--- src/rtl/adc_conv_ctrl.sv ---
// Ramp / successive-approximation ADC conversion controller driving a PWM-DAC trial code
// against an external comparator. Define ADC_AVG_EN to publish the average of every 4 results.
module adc_conv_ctrl #(
   parameter int unsigned DATA_WIDTH    = 8,
   parameter int unsigned SETTLE_CYCLES = 255
) (
   input  logic                  clk,
   input  logic                  reset,
   input  logic [1:0]            ADC_sel,
   input  logic                  successive_approx,
   input  logic [1:0]            comp_in,
   output logic [DATA_WIDTH-1:0] dac_code,
   output logic [DATA_WIDTH-1:0] sample,
   output logic                  sample_valid,
   output logic                  busy
);

   localparam int unsigned CNT_W = $clog2(SETTLE_CYCLES + 1);
   localparam logic [DATA_WIDTH-1:0] MSB = {1'b1, {(DATA_WIDTH-1){1'b0}}};
`ifdef ADC_AVG_EN
   localparam int unsigned ACC_W = DATA_WIDTH + 2;
`endif

   typedef enum logic [2:0] {S_IDLE, S_START, S_SETTLE, S_DECIDE, S_DONE} state_t;

   state_t                state, state_nxt;
   logic [DATA_WIDTH-1:0] dac_nxt, mask, mask_nxt, sample_nxt, trial_d, result_c;
   logic [CNT_W-1:0]      cnt, cnt_nxt;
   logic                  conv_sar, sar_nxt;
   logic [1:0]            sel_q;
   logic                  mode_q;
   logic [1:0]            sync1, sync2;
   logic                  cmp, chan_ok, changed, abort, valid_nxt, busy_nxt;
`ifdef ADC_AVG_EN
   logic [ACC_W-1:0]      acc, acc_nxt, acc_sum;
   logic [1:0]            avg_cnt, avg_cnt_nxt;
`endif

   // Selected synchronized comparator bit
   always_comb begin
      cmp = 1'b0;
      case (ADC_sel)
         2'd1:    cmp = sync2[0];
         2'd2:    cmp = sync2[1];
         default: cmp = 1'b0;
      endcase
   end

   always_comb begin
      state_nxt  = state;
      dac_nxt    = dac_code;
      mask_nxt   = mask;
      cnt_nxt    = cnt;
      sar_nxt    = conv_sar;
      sample_nxt = sample;
      valid_nxt  = 1'b0;
      trial_d    = '0;
      result_c   = '0;
`ifdef ADC_AVG_EN
      acc_nxt     = acc;
      avg_cnt_nxt = avg_cnt;
      acc_sum     = '0;
`endif
      chan_ok = (ADC_sel == 2'd1) || (ADC_sel == 2'd2);
      changed = (ADC_sel != sel_q) || (successive_approx != mode_q);
      abort   = (state != S_IDLE) && changed;

      case (state)
         S_IDLE:   if (chan_ok) state_nxt = S_START;
         S_START: begin
            state_nxt = S_SETTLE;
            cnt_nxt   = '0;
         end
         S_SETTLE: begin
            if (cnt == CNT_W'(SETTLE_CYCLES - 1)) state_nxt = S_DECIDE;
            else                                  cnt_nxt   = cnt + CNT_W'(1);
         end
         S_DECIDE: begin
            cnt_nxt = '0;
            if (conv_sar) begin
               trial_d = cmp ? dac_code : (dac_code & ~mask);
               if (mask[0]) begin
                  dac_nxt   = trial_d;
                  result_c  = trial_d;
                  state_nxt = S_DONE;
               end else begin
                  mask_nxt  = mask >> 1;
                  dac_nxt   = trial_d | (mask >> 1);
                  state_nxt = S_SETTLE;
               end
            end else begin
               // Ramp stops at the first code the input does not exceed, or at full scale
               if (!cmp || (dac_code == '1)) begin
                  result_c  = dac_code;
                  state_nxt = S_DONE;
               end else begin
                  dac_nxt   = dac_code + DATA_WIDTH'(1);
                  state_nxt = S_SETTLE;
               end
            end
         end
         S_DONE:   state_nxt = chan_ok ? S_START : S_IDLE;
         default:  state_nxt = S_IDLE;
      endcase

      if (abort) begin
         state_nxt = chan_ok ? S_START : S_IDLE;
`ifdef ADC_AVG_EN
         acc_nxt     = '0;
         avg_cnt_nxt = '0;
`endif
      end

      if (state_nxt == S_DONE) begin
`ifdef ADC_AVG_EN
         acc_sum = acc + ACC_W'(result_c);
         if (avg_cnt == 2'd3) begin
            sample_nxt  = DATA_WIDTH'(acc_sum >> 2);
            valid_nxt   = 1'b1;
            acc_nxt     = '0;
            avg_cnt_nxt = '0;
         end else begin
            acc_nxt     = acc_sum;
            avg_cnt_nxt = avg_cnt + 2'd1;
         end
`else
         sample_nxt = result_c;
         valid_nxt  = 1'b1;
`endif
      end

      if (state_nxt == S_START) begin
         sar_nxt  = successive_approx;
         mask_nxt = MSB;
         dac_nxt  = successive_approx ? MSB : '0;
         cnt_nxt  = '0;
      end
      if (state_nxt == S_IDLE) dac_nxt = '0;

      busy_nxt = (state_nxt == S_START) || (state_nxt == S_SETTLE) || (state_nxt == S_DECIDE);
   end

   always_ff @(posedge clk) begin
      if (reset) begin
         state        <= S_IDLE;
         dac_code     <= '0;
         mask         <= '0;
         cnt          <= '0;
         conv_sar     <= 1'b0;
         sel_q        <= 2'd0;
         mode_q       <= 1'b0;
         sync1        <= 2'd0;
         sync2        <= 2'd0;
         sample       <= '0;
         sample_valid <= 1'b0;
         busy         <= 1'b0;
`ifdef ADC_AVG_EN
         acc          <= '0;
         avg_cnt      <= 2'd0;
`endif
      end else begin
         state        <= state_nxt;
         dac_code     <= dac_nxt;
         mask         <= mask_nxt;
         cnt          <= cnt_nxt;
         conv_sar     <= sar_nxt;
         sel_q        <= ADC_sel;
         mode_q       <= successive_approx;
         sync1        <= comp_in;
         sync2        <= sync1;
         sample       <= sample_nxt;
         sample_valid <= valid_nxt;
         busy         <= busy_nxt;
`ifdef ADC_AVG_EN
         acc          <= acc_nxt;
         avg_cnt      <= avg_cnt_nxt;
`endif
      end
   end

endmodule

--- config.mk ---
export PLATFORM = sky130hd
export DESIGN_NAME = adc_conv_ctrl
export DESIGN_NICKNAME = d
export VERILOG_FILES = /design/src/rtl/adc_conv_ctrl.sv
export SDC_FILE = /design/constraint.sdc
export NUM_CORES = 1
export LEC_CHECK = 0
export CORE_MARGIN = 8
export CORE_UTILIZATION = 29
export CTS_BUF_LIST = sky130_fd_sc_hd__clkbuf_16
export DETAILED_ROUTE_END_ITERATION = 10
export HOLD_SLACK_MARGIN = 0.08
export PLACE_DENSITY = 0.49
export REMOVE_ABC_BUFFERS = 1
export SETUP_SLACK_MARGIN = 0.4
export SLEW_MARGIN = 30
export SYNTH_ARGS = -nofsm -noshare
export SYNTH_HDL_FRONTEND = slang
export SYNTH_SLANG_ARGS = --single-unit
--- constraint.sdc ---
create_clock -name clk -period 2.35 [get_ports clk]
set_clock_uncertainty 0.05 [all_clocks]
set_input_delay 0.47 -clock clk [delete_from_list [all_inputs] [get_ports clk]]
set_output_delay 0.47 -clock clk [all_outputs]
set_load 0.01 [all_outputs]
==> qor.csv, run 1 <==
stage;metric;value;unit
sta;timing.final.crit_share;0.800;
layout;antennaDiodeCount;0;
route;drtIter0Drc;93;
sta;fin_crit;1.88;ns
worst_hold_path;hp-class;flop to flop;
route;totalWireLength;5860;µm
route;drt-met1-wl;2760;µm
clock_tree;clkTransAtPathRegs;0.06;ns
sta;report.final.slew_viol_count;0;
clock_tree;root_buffer;clkbuf_16;
placement;place.gp.congestion;0.839;
synthesis;ys_ff_latch;45;
critical_path;r2r-start;dac_code[0];
route;wl_met3;211;µm
grt;grt_max_degree;21;
clock_tree;ctsLongestPathBuffers;2;
critical_path;cp.required;2.45;ns
route;drc;0;
synthesis;yosysSeqAreaShare;0.414;
critical_path;r2r_setup_slack;0.50;ns
synthesis;synth_mux_area_frac;0.00921;
critical_path;critPathLaunch;ADC_sel[0];
critical_path;startpoint_type;input pin;
pwr;p_per_area;555;nW/µm²
sta;tns;0;ns
route;wl_met2;2780;µm
route;dr.max_layer_used;met4;
synthesis;avgSynthCellArea;8.40;µm²
placement;port_buffers;24;
layout;fin_area;2900;µm²
synthesis;postSynth.asyncResetShare;0;
layout;drive_above_1_share;0.186;
placement;hpwlAfterDp;4370;µm
sta;setup_slack;0.470;ns
grt;grtUsageTotal;0.120;
flow_run;drv_cap;0;
route;wire_per_inst;14.4;µm
critical_path;crit_top_cell;buf_4;
synthesis;synth_xor_xnor_area_share;0.0397;
critical_path;crit_fanout;7;
route;first_pass_iters;4;
floorplan;core-area;7250;µm²
placement;placed_area;2650;µm²
synthesis;synth_flop_cell;dfxtp_1;
sta;holdWs;0.384;ns
route;vias;2002;
clock_tree;clock_latency;0.28;ns
sta;finalHoldViolCount;0;
placement;pre_cts_slack;-0.440;ns
critical_path;path_depth;8;
critical_path;worst_setup_path_end_kind;flop;
route;vias_per_cell;4.93;
critical_path;critPathCapture;dac_code[6];
pwr;total_leakage_power;0.988;nW
sta;fmax;0.532;GHz
layout;area_growth;33.1;%
synthesis;syn_area;2170;µm²
floorplan;fp-row-count;31;
floorplan;die_w;103;µm
sta;finalSetupViolCount;0;
route;antenna_left;0;
synthesis;ys_warn_count;0;
grt;grt_pass1_vias;1979;
clock_tree;hold_buffers;0;
floorplan;die_h;103;µm
grt;grt_pass1_wl;9850;µm
synthesis;synth-edff-count;0;
synthesis;synth-compound-area-share;0.228;
synthesis;yosys.area_share.simple;0.239;
critical_path;critPathSlowestCell;o41ai_1;
grt;grt_antenna_before_repair;0;
clock_tree;cts.sink_count;45;
sta;rsz0062_at_grt;yes;
critical_path;crit_chain;buf_4, inv_2, ha_4, buf_4, or2_1, buf_4, o41ai_1, a211oi_1;
sta;relSlewSlack;0.735;
clock_tree;tritoncts;done;
critical_path;crit_arrival;1.98;ns
clock_tree;htree_levels;2;
critical_path;worst-path-buf-inv;4;
synthesis;synth_fa_ha_area_frac;0.0288;
clock_tree;numCtsBuffers;5;
floorplan;num_io_pins;25;
critical_path;critPathKind;input pin to flop;
layout;finish.utilization;0.399;
critical_path;regToRegEndpoint;sample[6];
critical_path;max_stage_delay;0.42;ns
layout;fin_nets;318;
critical_path;reg2reg_depth;7;
critical_path;crit_family;compound AO/OA/AOI/OAI gates;
floorplan;die_area;10500;µm²
sta;tightest_slew;0.396;ns
synthesis;synth_top_family_by_area;simple AND/OR/NAND/NOR gates;
status;status;completed;
pwr;ir_drop;0.000230;V
synthesis;post_synth_inst_count;259;
floorplan;initial_core_util;0.300;
synthesis;synth_cell_types;57;
grt;gr-total-overflow;0;
[worst reg2reg max path, stage by stage (launching register included)]
cell     delay [ns]
dfxtp_1        0.34
ha_1           0.18
and2_1         0.15
nand4_1        0.11
buf_6          0.17
a311o_2        0.43
nor2_4         0.18
a32o_1         0.18
[sequential cells by signal, summed over array words and instances, names as in the netlist]
signal	count
cnt	8
dac_code	8
mask	8
sample	8
state	3
sel_q	2
sync1	2
sync2	2
busy	1
conv_sar	1
mode_q	1
sample_valid	1
[layer usage]
metal,vias up,global-route usage
met4,0,0.0564
li1,1032,-
met2,34,0.196
met3,9,0.0243
met5,-,0
met1,927,0.148
[stage by stage]
| step | cells | power, W |
|---|---|---|
| floorplan | 246 | 0.000874 |
| global placement | 393 | 0.000950 |
| detailed placement | 393 | 0.000949 |
| CTS | 405 | 0.00163 |
| global route | 406 | 0.00169 |
| finish | 406 | 0.00161 |
[cell type report]
type | instances | area, µm²
multi-input cells | 195 | 1240
repair buffers | 53 | 468
fillers | 738 | 4360
clock inverters | 3 | 13.8
flip-flops and latches | 45 | 903
inverters | 6 | 22.5
well taps | 99 | 124
clock buffers | 5 | 125
[report_power, final]
| group | switching [W] | internal, W |
|---|---|---|
| Combinational | 0.0000766 | 0.0000710 |
| Sequential | 0.0000150 | 0.000777 |
| Clock | 0.000282 | 0.000386 |
[cell families after synthesis]
logic type | count (synthesis)
buffers and inverters | 19
muxes | 2
and+or+nand+nor | 104
adders and majority gates | 5
AOI/OAI and AO/OA | 75
xor gates and xnor gates | 9
DFF | 45
[repair_timing]
action                                  4_1_cts  5_1_grt
endpoints found under the setup margin       36       14
gates cloned                                  0        0
pin swaps                                     6        7
setup buffers                                 4        1
resized for setup                            20        5
[cell usage after synthesis (3+ instances only)]
cell type	number	area, µm²
a211oi_1	3	22.5
a21boi_0	3	22.5
nand3_1	11	55.1
buf_2	4	20.0
nor2b_1	6	37.5
clkbuf_1	7	26.3
a21oi_1	23	115
inv_1	6	22.5
nand4_1	5	31.3
a22oi_1	3	22.5
xnor2_1	7	61.3
a21o_1	3	22.5
nand2_1	34	128
ha_1	5	62.6
nor2_1	25	93.8
a32o_1	3	30.0
o21ai_0	15	75.1
a31oi_1	3	18.8
dfxtp_1	45	901
[cell usage in the layout (no fill, tap or decap), types with 2 or more instances in the layout]
master and n:
xnor2_1 7, o21ai_0 15, clkdlybuf4s50_1 21, ha_1 3
a22oi_1 2, or4_1 2, nor2b_1 6, clkbuf_16 5
nand4_1 5, nand3_1 10, a32o_1 3, ha_4 2
a211oi_1 3, o211ai_1 2, buf_4 29, mux2i_1 2
nand2_1 34, dfxtp_2 2, a21oi_1 23, nand2b_1 2
nor3_1 2, a21boi_0 3, a2bb2oi_1 2, a21o_1 3
and4_1 2, a31oi_1 3, nand3_2 2, inv_1 5
a41o_1 2, nor2_1 25, or2_1 2, inv_2 2
or3_1 2, clkinv_2 2, dfxtp_1 43
[worst min-delay path by stage]
| stage | start | end | cells past startpoint |
|---|---|---|---|
| floorplan | sync1[0] | sync2[0] | 1 |
| global placement | sync1[0] | sync2[0] | 1 |
| detailed placement | sync1[1] | sync2[1] | 1 |
| CTS | sync1[1] | sync2[1] | 1 |
| global route | sync1[0] | sync2[0] | 1 |
| finish | sync1[1] | sync2[1] | 1 |
Note: power is estimated with default switching activity, not from simulation.
==> run 2: changes to the inputs <==
==> constraint.sdc (replaced) <==
create_clock -name clk -period 1.93 [get_ports clk]
set_clock_uncertainty 0.05 [all_clocks]
set_input_delay 0.386 -clock clk [delete_from_list [all_inputs] [get_ports clk]]
set_output_delay 0.386 -clock clk [all_outputs]
set_load 0.01 [all_outputs]
==> run 2 against run 1 <==
Effect of this change: sequential share of layout area decreased by 5.6 points; register-to-register slack got worse by 0.33 ns; utilization increased by 9.3 points; total power increased by 28%; sequential power increased by 21%; die area unchanged; final cell count increased by 10%; hold slack got worse by 0.091 ns; global-route usage increased by 0.56 points; largest cell class unchanged.
==> qor.csv, run 2 (same netlist as run 1, synthesis figures left out) <==
stage;metric;value;unit;change
sta;tns;0;ns;unchanged
clock_tree;htree_levels;2;;unchanged
clock_tree;clock_latency;0.29;ns;was 0.28 ns
floorplan;core-area;7250;µm²;unchanged
status;status;completed;;unchanged
clock_tree;numCtsBuffers;5;;unchanged
floorplan;die_w;103;µm;unchanged
critical_path;startpoint_type;input pin;;unchanged
pwr;ir_drop;0.000256;V;was 0.000230 V
grt;grt_antenna_before_repair;0;;unchanged
critical_path;cp.required;2.05;ns;was 2.45 ns
placement;placed_area;2760;µm²;was 2650 µm²
pwr;p_per_area;578;nW/µm²;was 555 nW/µm²
layout;final_common_cell;buf_4;;was dfxtp_1
worst_hold_path;hp-class;input pin to flop;;was flop to flop
sta;tightest_slew;0.340;ns;was 0.396 ns
route;dr.max_layer_used;met4;;unchanged
placement;hpwlAfterDp;4540;µm;was 4370 µm
floorplan;num_io_pins;25;;unchanged
clock_tree;ctsLongestPathBuffers;2;;unchanged
floorplan;die_area;10500;µm²;unchanged
layout;area_growth;64.1;%;was 33.1%
layout;drive_above_1_share;0.415;;was 0.186
layout;finish.utilization;0.492;;was 0.399
placement;port_buffers;24;;unchanged
grt;grt_pass1_wl;10400;µm;was 9850 µm
sta;fin_crit;1.76;ns;
route;vias_per_cell;5.13;;was 4.93
route;antenna_left;0;;unchanged
route;drtIter0Drc;144;;was 93
route;vias;2298;;was 2002
floorplan;fp-row-count;31;;unchanged
clock_tree;clkTransAtPathRegs;0.06;ns;about the same
flow_run;drv_cap;0;;unchanged
sta;relSlewSlack;0.771;;was 0.735
critical_path;worst_setup_path_end_kind;flop;;unchanged
placement;place.gp.congestion;0.862;;was 0.839
placement;dp_cells;407;;was 393
route;first_pass_iters;4;;unchanged
floorplan;die_h;103;µm;unchanged
critical_path;crit_arrival;1.88;ns;was 1.98 ns
grt;grt_pass1_vias;2198;;was 1979
clock_tree;root_buffer;clkbuf_16;;unchanged
route;drt-met1-wl;2930;µm;was 2760 µm
route;drc;0;;unchanged
grt;grtUsageTotal;0.126;;was 0.120
grt;gr-total-overflow;0;;unchanged
clock_tree;hold_buffers;0;;unchanged
route;wl_met2;3340;µm;was 2780 µm
pwr;total_leakage_power;1.36;nW;was 0.988 nW
sta;finalSetupViolCount;0;;unchanged
sta;timing.final.crit_share;0.914;;
sta;report.final.slew_viol_count;0;;unchanged
layout;fin_cells;448;;was 406
sta;rsz0062_at_grt;yes;;unchanged
critical_path;critPathKind;input pin to flop;;unchanged
layout;antennaDiodeCount;0;;unchanged
clock_tree;tritoncts;done;;unchanged
sta;holdWs;0.294;ns;was 0.384 ns
layout;final_cell_mix;buf_4 (47), dfxtp_1 (38), nand2_1 (30);;was dfxtp_1 (43), nand2_1 (34), buf_4 (29)
floorplan;initial_core_util;0.300;;unchanged
sta;finalHoldViolCount;0;;unchanged
clock_tree;cts.sink_count;45;;unchanged
route;wl_met3;357;µm;was 211 µm
sta;fmax;0.567;GHz;
grt;grt_max_degree;21;;unchanged
layout;fin_nets;361;;was 318
layout;fin_area;3570;µm²;was 2900 µm²
route;totalWireLength;6770;µm;was 5860 µm
route;wire_per_inst;15.1;µm;was 14.4 µm
critical_path;crit_fanout;6;;was 7
==> run 2: cell count changes in the layout (fill, tap and decap cells not counted), moves of 5 or more <==
cell / change
buf_6: +23
clkdlybuf4s50_1: -19
buf_4: +18
dlygate4sd2_1: +16
a21oi_1: -10
a21oi_2: +10
dfxtp_1: -5
==> run 2: layer usage <==
| metal | vias to the layer above | GRT usage |
|---|---|---|
| met5 | - | 0 |
| met4 | 0 | 0.0609 |
| met1 | 1108 | 0.148 |
| met2 | 63 | 0.211 |
| met3 | 11 | 0.0284 |
| li1 | 1116 | - |
==> run 2: layout make-up <==
class / count / area (µm²)
tap: 99 / 124
clock buffer: 5 / 125
timing repair buffer: 96 / 877
inverter: 6 / 37.5
clock inverter: 2 / 7.51
sequential: 45 / 912
multi-input combinational: 195 / 1490
fill: 699 / 3680
==> run 2: timing repair <==
item	4_1_cts	5_1_grt
pin swaps	24	30
gates resized for setup	76	69
buffers inserted	23	10
endpoints found under the setup margin	56	38
gates cloned	0	1
==> run 2: where the power goes <==
| group | internal [W] | switching (W) | leakage, nW |
|---|---|---|---|
| registers | 0.000945 | 0.0000123 | 0.369 |
| logic | 0.000159 | 0.000136 | 0.920 |
| clock network | 0.000464 | 0.000348 | 0.0685 |
| total | 0.00157 | 0.000496 | 1.36 |
==> run 2: per-stage QoR <==
step                total power (W)  setup slack (ns)
global placement            0.00116            -0.721
detailed placement          0.00116            -0.751
floorplan                   0.00106            -0.133
global route                0.00214             0.115
CTS                         0.00203             0.170
finish                      0.00206             0.167
==> run 2: worst paths after layout <==
kind / startpoint / endpoint / slack [ns] / cells past startpoint
min reg2reg: sync1[0] / sync2[0] / 0.39 / 1
max: ADC_sel[1] / dac_code[5] / 0.17 / 12
max reg2reg: dac_code[1] / sample[5] / 0.17 / 7
min: ADC_sel[0] / sel_q[0] / 0.29 / 3
==> run 2: critical path: stages <==
cell	delay [ns]
buf_12	0.10
clkinv_8	0.04
ha_4	0.15
a22oi_2	0.27
buf_4	0.17
or2_1	0.11
buf_4	0.11
buf_6	0.12
buf_4	0.11
nand3_1	0.09
a2bb2oi_2	0.17
a211oi_1	0.05
